<file path="src/rtl/stream_accum_pkg.sv">
// Shared types and constants for the frame-accumulating result sink.
package stream_accum_pkg;

   typedef enum logic {
      ACC  = 1'b0,
      HOLD = 1'b1
   } state_t;

   localparam int unsigned SKID_DEPTH = 2;

   // Default frame length and the beat-counter width it implies
   localparam int unsigned FRAME_LEN  = 4;
   localparam int unsigned CNT_WIDTH  = $clog2(FRAME_LEN + 1);

   // Beat-counter width for an arbitrary frame length
   function automatic int unsigned cnt_width(input int unsigned frame_len);
      return $clog2(frame_len + 1);
   endfunction

endpackage

</file>
<file path="src/rtl/skid_buf2.sv">
// Two-entry FIFO with a registered ready; head is visible the cycle after push.
module skid_buf2
   import stream_accum_pkg::*;
#(
   parameter int unsigned DATA_WIDTH = 32
) (
   input  logic                  clk,
   input  logic                  rst_n,
   input  logic                  push,
   input  logic [DATA_WIDTH-1:0] din,
   input  logic                  pop,
   output logic [DATA_WIDTH-1:0] dout,
   output logic                  head_valid,
   output logic                  ready
);

   localparam int unsigned OCC_W = $clog2(SKID_DEPTH + 1);

   logic [DATA_WIDTH-1:0] mem_q [SKID_DEPTH];
   logic                  wr_ptr_q;
   logic                  rd_ptr_q;
   logic [OCC_W-1:0]      occ_q;
   logic [OCC_W-1:0]      occ_d;
   logic                  ready_q;
   logic                  push_en;
   logic                  pop_en;

   // Qualified push/pop and next occupancy
   always_comb begin
      push_en = push & ready_q;
      pop_en  = pop & head_valid;
      occ_d   = occ_q + OCC_W'(push_en) - OCC_W'(pop_en);
   end

   // Pointers, occupancy and registered ready
   always_ff @(posedge clk or negedge rst_n) begin
      if (!rst_n) begin
         wr_ptr_q <= 1'b0;
         rd_ptr_q <= 1'b0;
         occ_q    <= '0;
         ready_q  <= 1'b0;
      end else begin
         occ_q   <= occ_d;
         ready_q <= (occ_d < OCC_W'(SKID_DEPTH));
         if (push_en) wr_ptr_q <= ~wr_ptr_q;
         if (pop_en)  rd_ptr_q <= ~rd_ptr_q;
      end
   end

   // Storage, no reset needed on data
   always_ff @(posedge clk) begin
      if (push_en) mem_q[wr_ptr_q] <= din;
   end

   assign dout       = mem_q[rd_ptr_q];
   assign head_valid = (occ_q != '0);
   assign ready      = ready_q;

endmodule

</file>
<file path="src/rtl/stream_accum_sink.sv">
// Sums every FRAME_LEN result beats into one frame total with a sequence number.
module stream_accum_sink
   import stream_accum_pkg::*;
#(
   parameter int unsigned DATA_WIDTH = 32,
   parameter int unsigned FRAME_LEN  = 4,
   parameter int unsigned SUM_WIDTH  = 40,
   parameter int unsigned FCNT_WIDTH = 16
) (
   input  logic                  clk,
   input  logic                  rst_n,
   input  logic                  valid_i,
   input  logic [DATA_WIDTH-1:0] din,
   output logic                  ready_o,
   output logic                  valid_o,
   input  logic                  ready_i,
   output logic [SUM_WIDTH-1:0]  sum_o,
   output logic [FCNT_WIDTH-1:0] fcnt_o
);

   localparam int unsigned       CNT_W    = cnt_width(FRAME_LEN);
   localparam logic [CNT_W-1:0]  LAST_CNT = CNT_W'(FRAME_LEN - 1);

   logic [DATA_WIDTH-1:0] head;
   logic                  head_valid;
   logic [SUM_WIDTH-1:0]  head_ext;
   logic                  pop_c;

   state_t                state_q;
   state_t                state_d;
   logic [SUM_WIDTH-1:0]  acc_q;
   logic [SUM_WIDTH-1:0]  acc_d;
   logic [CNT_W-1:0]      cnt_q;
   logic [CNT_W-1:0]      cnt_d;
   logic [SUM_WIDTH-1:0]  sum_d;
   logic                  valid_d;
   logic [FCNT_WIDTH-1:0] fcnt_d;

   skid_buf2 #(
      .DATA_WIDTH (DATA_WIDTH)
   ) u_skid (
      .clk        (clk),
      .rst_n      (rst_n),
      .push       (valid_i),
      .din        (din),
      .pop        (pop_c),
      .dout       (head),
      .head_valid (head_valid),
      .ready      (ready_o)
   );

   assign head_ext = SUM_WIDTH'(head);

   // State register
   always_ff @(posedge clk or negedge rst_n) begin
      if (!rst_n) state_q <= ACC;
      else        state_q <= state_d;
   end

   // Next state: leave ACC on the last beat, leave HOLD on downstream accept
   always_comb begin
      state_d = state_q;
      case (state_q)
         ACC:     if (head_valid && (cnt_q == LAST_CNT)) state_d = HOLD;
         HOLD:    if (ready_i) state_d = ACC;
         default: state_d = ACC;
      endcase
   end

   // Pop control and next datapath values; HOLD exit reloads acc from head
   always_comb begin
      pop_c   = 1'b0;
      acc_d   = acc_q;
      cnt_d   = cnt_q;
      sum_d   = sum_o;
      valid_d = valid_o;
      fcnt_d  = fcnt_o;
      case (state_q)
         ACC: begin
            if (head_valid) begin
               pop_c = 1'b1;
               if (cnt_q == LAST_CNT) begin
                  sum_d   = acc_q + head_ext;
                  valid_d = 1'b1;
                  acc_d   = '0;
                  cnt_d   = '0;
               end else begin
                  acc_d = acc_q + head_ext;
                  cnt_d = cnt_q + CNT_W'(1);
               end
            end
         end
         HOLD: begin
            if (ready_i) begin
               valid_d = 1'b0;
               fcnt_d  = fcnt_o + FCNT_WIDTH'(1);
               if (head_valid) begin
                  pop_c = 1'b1;
                  acc_d = head_ext;
                  cnt_d = CNT_W'(1);
               end
            end
         end
         default: ;
      endcase
   end

   // Accumulator and registered outputs
   always_ff @(posedge clk or negedge rst_n) begin
      if (!rst_n) begin
         acc_q   <= '0;
         cnt_q   <= '0;
         sum_o   <= '0;
         valid_o <= 1'b0;
         fcnt_o  <= '0;
      end else begin
         acc_q   <= acc_d;
         cnt_q   <= cnt_d;
         sum_o   <= sum_d;
         valid_o <= valid_d;
         fcnt_o  <= fcnt_d;
      end
   end

endmodule
</file>
<file path="config.mk">
export PLATFORM = sky130hd
export DESIGN_NAME = stream_accum_sink
export DESIGN_NICKNAME = d
export VERILOG_FILES = /design/src/rtl/stream_accum_pkg.sv /design/src/rtl/skid_buf2.sv /design/src/rtl/stream_accum_sink.sv
export SDC_FILE = /design/constraint.sdc
export NUM_CORES = 1
export LEC_CHECK = 0
export CORE_MARGIN = 10
export CORE_UTILIZATION = 59
export CTS_BUF_LIST = sky130_fd_sc_hd__clkbuf_4
export DETAILED_ROUTE_END_ITERATION = 7
export PLACE_DENSITY = 0.9
export SETUP_SLACK_MARGIN = 0.3
export SLEW_MARGIN = 20
export SYNTH_ARGS = -nofsm -noshare
export SYNTH_HDL_FRONTEND = slang
export SYNTH_SLANG_ARGS = --single-unit
</file>
<file path="constraint.sdc">
create_clock -name clk -period 4.15 [get_ports clk]
set_input_delay 0.6225 -clock clk [delete_from_list [all_inputs] [get_ports clk]]
set_output_delay 0.6225 -clock clk [all_outputs]
set_load 0.005 [all_outputs]
</file>
Yosys cells after proc, flatten, opt, wreduce, memory -nomap -nowiden
Memories as Yosys holds them, arrays and structs flattened.
Cells that the tools add are included.
- $add $sub $neg: 5
- multipliers: 0
- divide/modulo/power cells: 0
- order comparisons: 1
- equal/unequal tests: 5
- shift-type cells: 0
- muxes and demuxes: 22
- bitwise logic cells: 5
- reductions and logical operators: 6
- operators by type and width (kind ; count):
    $mux 40 ; 4
    $pmux 40 s2 ; 1
    $add 40x32->40 ; 1
    $add 16x1->16 const B ; 1
    $mux 3 ; 4
    $mux 1 ; 9
    $reduce_and 3->1 ; 3
    $ne 2x2->1 const B ; 4
    $pmux 1 s2 ; 3
    $pmux 3 s2 ; 1
    $add 3x1->3 const B ; 1
    $eq 3x2->1 const B ; 1
    $not 1->1 ; 3
    $add 2x1->2 ; 1
    $and 1x1->1 ; 2
    $lt 2x2->1 const B ; 1
    $reduce_and 2->1 ; 1
    $reduce_bool 2->1 ; 1
    $sub 2x1->2 ; 1
    $logic_and 1x1->1 ; 1
- register bits after elaboration: 106
- bits in latches: 0
- memory bits (writable): 64
- ROM bits: 0
- bits of input ports: 36
- output and inout bits: 58
- word-level logic and storage cells: 55
- memories kept: 1
- memories (memory ; words ; bits a word ; rd ports ; clocked after memory_dff ; write ports ; RTL line ; text):
    u_skid.mem_q ; 2 ; 32 ; 1 ; 0 ; 1 ; skid_buf2.sv:19 ; logic [DATA_WIDTH-1:0] mem_q [SKID_DEPTH];

Longest topological paths before layout
- depth in word-level cells: 7
- mapped depth: 13
- mapped depth without buffers: 11

Cells and area by module
From an unflattened synthesis, not the netlist that was laid out.
- cells, all modules: 781
- area, all modules: 8647.0 µm²
- by module, submodules not included (module ; times used ; cells an instance ; area each (µm²)):
    stream_accum_sink ; 1 ; 662 ; 6083.3
    skid_buf2 ; 1 ; 119 ; 2563.7

Worst setup path before layout
Ideal clock, no wire load.
- kind: register to register
- start: register u_skid.rd_ptr_q
- end: register sum_o[38]
- setup time: 0.082 ns
- arrival: 3.598 ns
- data required time: 4.068 ns
- slack: 0.470 ns
- cell stages (with the launch flop): 14
- path buffers: 3
- clock period less this slack: 3.680 ns
- cells stage by stage: dfrtp_1 > clkbuf_1 > clkbuf_1 > mux2_2 > ha_1 > buf_4 > nand4_2 > nor3_2 > a21oi_1 > or4_4 > a2111oi_4 > o21ai_2 > or3_1 > a31oi_1
- word-level cells in the longest chain between the ends: 2
- RTL lines (what ; RTL line ; text):
    start, declared ; skid_buf2.sv:21 ; logic rd_ptr_q;
    start signal, assigned ; skid_buf2.sv:46 ; if (pop_en) rd_ptr_q <= ~rd_ptr_q;
    $mem_v2 2x32 ; n/a ;
    $add 40x32->40 ; stream_accum_sink.sv:83 ; sum_d = acc_q + head_ext;
    end signal, assigned ; stream_accum_sink.sv:119 ; sum_o <= sum_d;
    end, declared ; stream_accum_sink.sv:17 ; output logic [SUM_WIDTH-1:0] sum_o,
No other way between the ends.
A chain may end at the register's enable or synchronous reset.

Worst setup path after layout
Ends and elaborated chain as after synthesis.

==> results.ini <==
[outcome]
status=complete, no violations

[timing]
rsz0062_at_grt=false
fin_crit_ns=3.64
setup_viol=0
worstMarginPinSlew_ns=1.07
slew_violations=0
fin_setup_tns_ns=0
max-slew-margin-rel=0.288
clock_skew_ns=0.0207
max_freq_mhz=275
finalHoldViolations=0
final.period_utilization=0.877

[clock_network]
clk_pin_slew_worst_paths_ns=0.14
clock_sinks=170
cts_buffers=17
cts_root_buf=clkbuf_4
postCtsHoldBufs=0
clk_latency_ns=0.60
cts_tree=yes
htreeDepth=4
cts_buffer_depth=2

[placement]
gp_congestion=0.919
dpl.hpwl_um=15100
port_buffers=93

[final_layout]
antenna_cells=0
drive_above_1_share=0.115
syn_to_final_growth_pct=15.9
num-fill-cells=1036
layout.nets=996

[global_route]
grt_max_degree=64
grt_use_total=0.218
antenna_found_initial=0
grt_pass1_vias=7077
grt_pass1_wl_um=35600
gr-total-overflow=0

[drt]
ant_nets=0
vias=6926
vias_per_cell=6.18
routedWlPerCell_um=19.5
detail_route.first_pass.iterations=5
drtIter0Drc=864
drc=0
routed_wirelength_um=21900

[power_and_ir_drop]
powerDensity_nw_per_um2=907
p_int_mw=5.03
p_seq_frac=0.293
swShare=0.455
p_switching_mw=4.21
p_leak_nw=4.17
fin_total_pwr_mw=9.23
p_comb_frac=0.603
peakVddDrop_v=0.000693
clock_power_share=0.104

[logic_synthesis]
synth_area_per_cell_um2=10.5
yosys.area_share.simple=0.155
syn_area_um2=8790
synth_area_leader_cell=dfrtp_1
synth_flop_cell=dfrtp_1
synthMuxAreaShare=0.0448
yosys-top-cells-area=dfrtp_1 (30%), edfxtp_1 (22%), ha_1 (5.1%)
synth_compound_area_frac=0.145
synth_edf_count=64
ys_seq_area_frac=0.520
synth_top_family_by_area=simple AND/OR/NAND/NOR gates
synthCells=834
synth.net_count=907
async_reset_ff_frac=0.624
synth_xor_area_frac=0.0458
yosys_warnings=0
ys_ff_latch=170
yosys.area.top_type_share=0.302
yosys.area_share.adder=0.0535
yosysUniqueCellTypes=67

[die]
ios=94
core_area_um2=14600
rows=44
die_h_um=142
die_w_um=142
start_util=0.603
dieArea_um2=20200

[worst_hold_path]
min_path_type=in2async

[setup_path]
path_max_fanout=17
worst_ep_required_time_ns=4.67
cp-start-kind=register
path_class=reg2reg
worstPathArrival_ns=4.16
end_kind=register

[run]
cap_violations=0

critical path, stage by stage, from the launching register on:
cell and delay [ns]:
dfrtp_2 0.46, buf_12 0.18, mux2_2 0.36, ha_2 0.42, nand4_2 0.14, nor3_2 0.22, a21oi_1 0.10, or4_4 0.56
a2111oi_4 0.41, o21ai_2 0.20, or3_1 0.34, a31oi_1 0.16
repair_timing:
action                                  CTS  global route
endpoints found under the setup margin    0             6
buffers inserted                          0             1
resized for setup                         0             6
cell type report:
cell class / count / area [µm²] / area share
Sequential cell: 170 / 4580 / 0.449
Multi-Input combinational cell: 603 / 3940 / 0.387
Timing Repair Buffer: 110 / 1090 / 0.107
Tap cell: 184 / 230 / 0.0226
Clock inverter: 15 / 148 / 0.0145
Clock buffer: 17 / 128 / 0.0125
Inverter: 21 / 78.8 / 0.00774
layout by cell type (no fill, tap or decap), types with 11 or more instances in the layout:
cell / count
buf_4: 16
edfxtp_1: 64
nor2_1: 72
o21ai_0: 37
nand3_1: 32
a21oi_1: 45
xnor2_1: 37
dfrtp_1: 105
nand4_1: 14
a221oi_1: 20
ha_1: 32
mux2_2: 35
o21ai_1: 11
clkbuf_4: 17
nand2_1: 120
and3_1: 12
inv_1: 21
clkdlybuf4s50_1: 92
synth_stat cells, types with 12 or more instances:
cell,number
ha_1,36
a221oi_1,20
and3_1,12
dfrtp_1,106
inv_1,21
nand2_1,120
nand4_1,14
o21ai_0,37
xnor2_1,37
nand3_1,32
nor2_1,73
edfxtp_1,64
mux2_2,35
o21ai_1,12
clkbuf_1,27
a21oi_1,46
registers in the layout, summed over array words and instances, names as in the netlist:
name             cells
u_skid.mem_q        64
acc_q               40
sum_o               40
fcnt_o              16
cnt_q                3
u_skid.occ_q         2
state_q              1
u_skid.rd_ptr_q      1
u_skid.ready         1
u_skid.wr_ptr_q      1
valid_o              1
layer usage:
metal  global-route usage  share of wire
met1                0.276           0.41
met2                0.349           0.48
met3               0.0668          0.090
met4               0.0726          0.022
met5                    0              0
final timing paths:
path | start | endpoint | slack [ns] | depth (start not counted)
worst max-delay path | u_skid.rd_ptr_q | sum_o[38] | 0.51 | 11
worst min-delay path | rst_n | sum_o[37] | 0.09 | 1
worst max register to register | u_skid.rd_ptr_q | sum_o[38] | 0.51 | 11
worst min register to register | fcnt_o[15] | fcnt_o[15] | 0.49 | 1
max in group asynchronous | rst_n | u_skid.rd_ptr_q | 3.14 | 2
min in group clk | fcnt_o[15] | fcnt_o[15] | 0.49 | 1
metrics by stage:
stage	cells	area (µm²)	hold slack [ns]	setup slack (ns)	utilization
final	1120	10200	0.0896	0.509	0.698
after global routing	1120	10200	0.127	0.321	0.698
after CTS	1118	10100	0.110	0.403	0.695
after detailed placement	1086	9860	0.462	0.451	0.676
after global placement	1086	9860	0.458	0.587	0.676
after floorplan	834	8790	0.327	0.470	-
power groups by stage:
stage	Sequential, mW	Combinational, mW	Clock (mW)
floorplan	2.65	3.90	0
global placement	2.70	5.22	0
detailed placement	2.73	5.45	0
CTS	2.70	5.47	0.973
global route	2.77	6.12	1.04
finish	2.71	5.57	0.959
kinds of logic (layout without fill, tap and decap cells):
group / count (synthesis) / in the layout
buffers and inverters: 61 / 163
AOI/OAI and AO/OA: 188 / 188
xor gates and xnor gates: 46 / 46
muxes: 35 / 35
DFF: 170 / 170
and+or+nand+nor: 297 / 297
adders and majority gates: 37 / 37
Power figures use the tool's default switching activity.
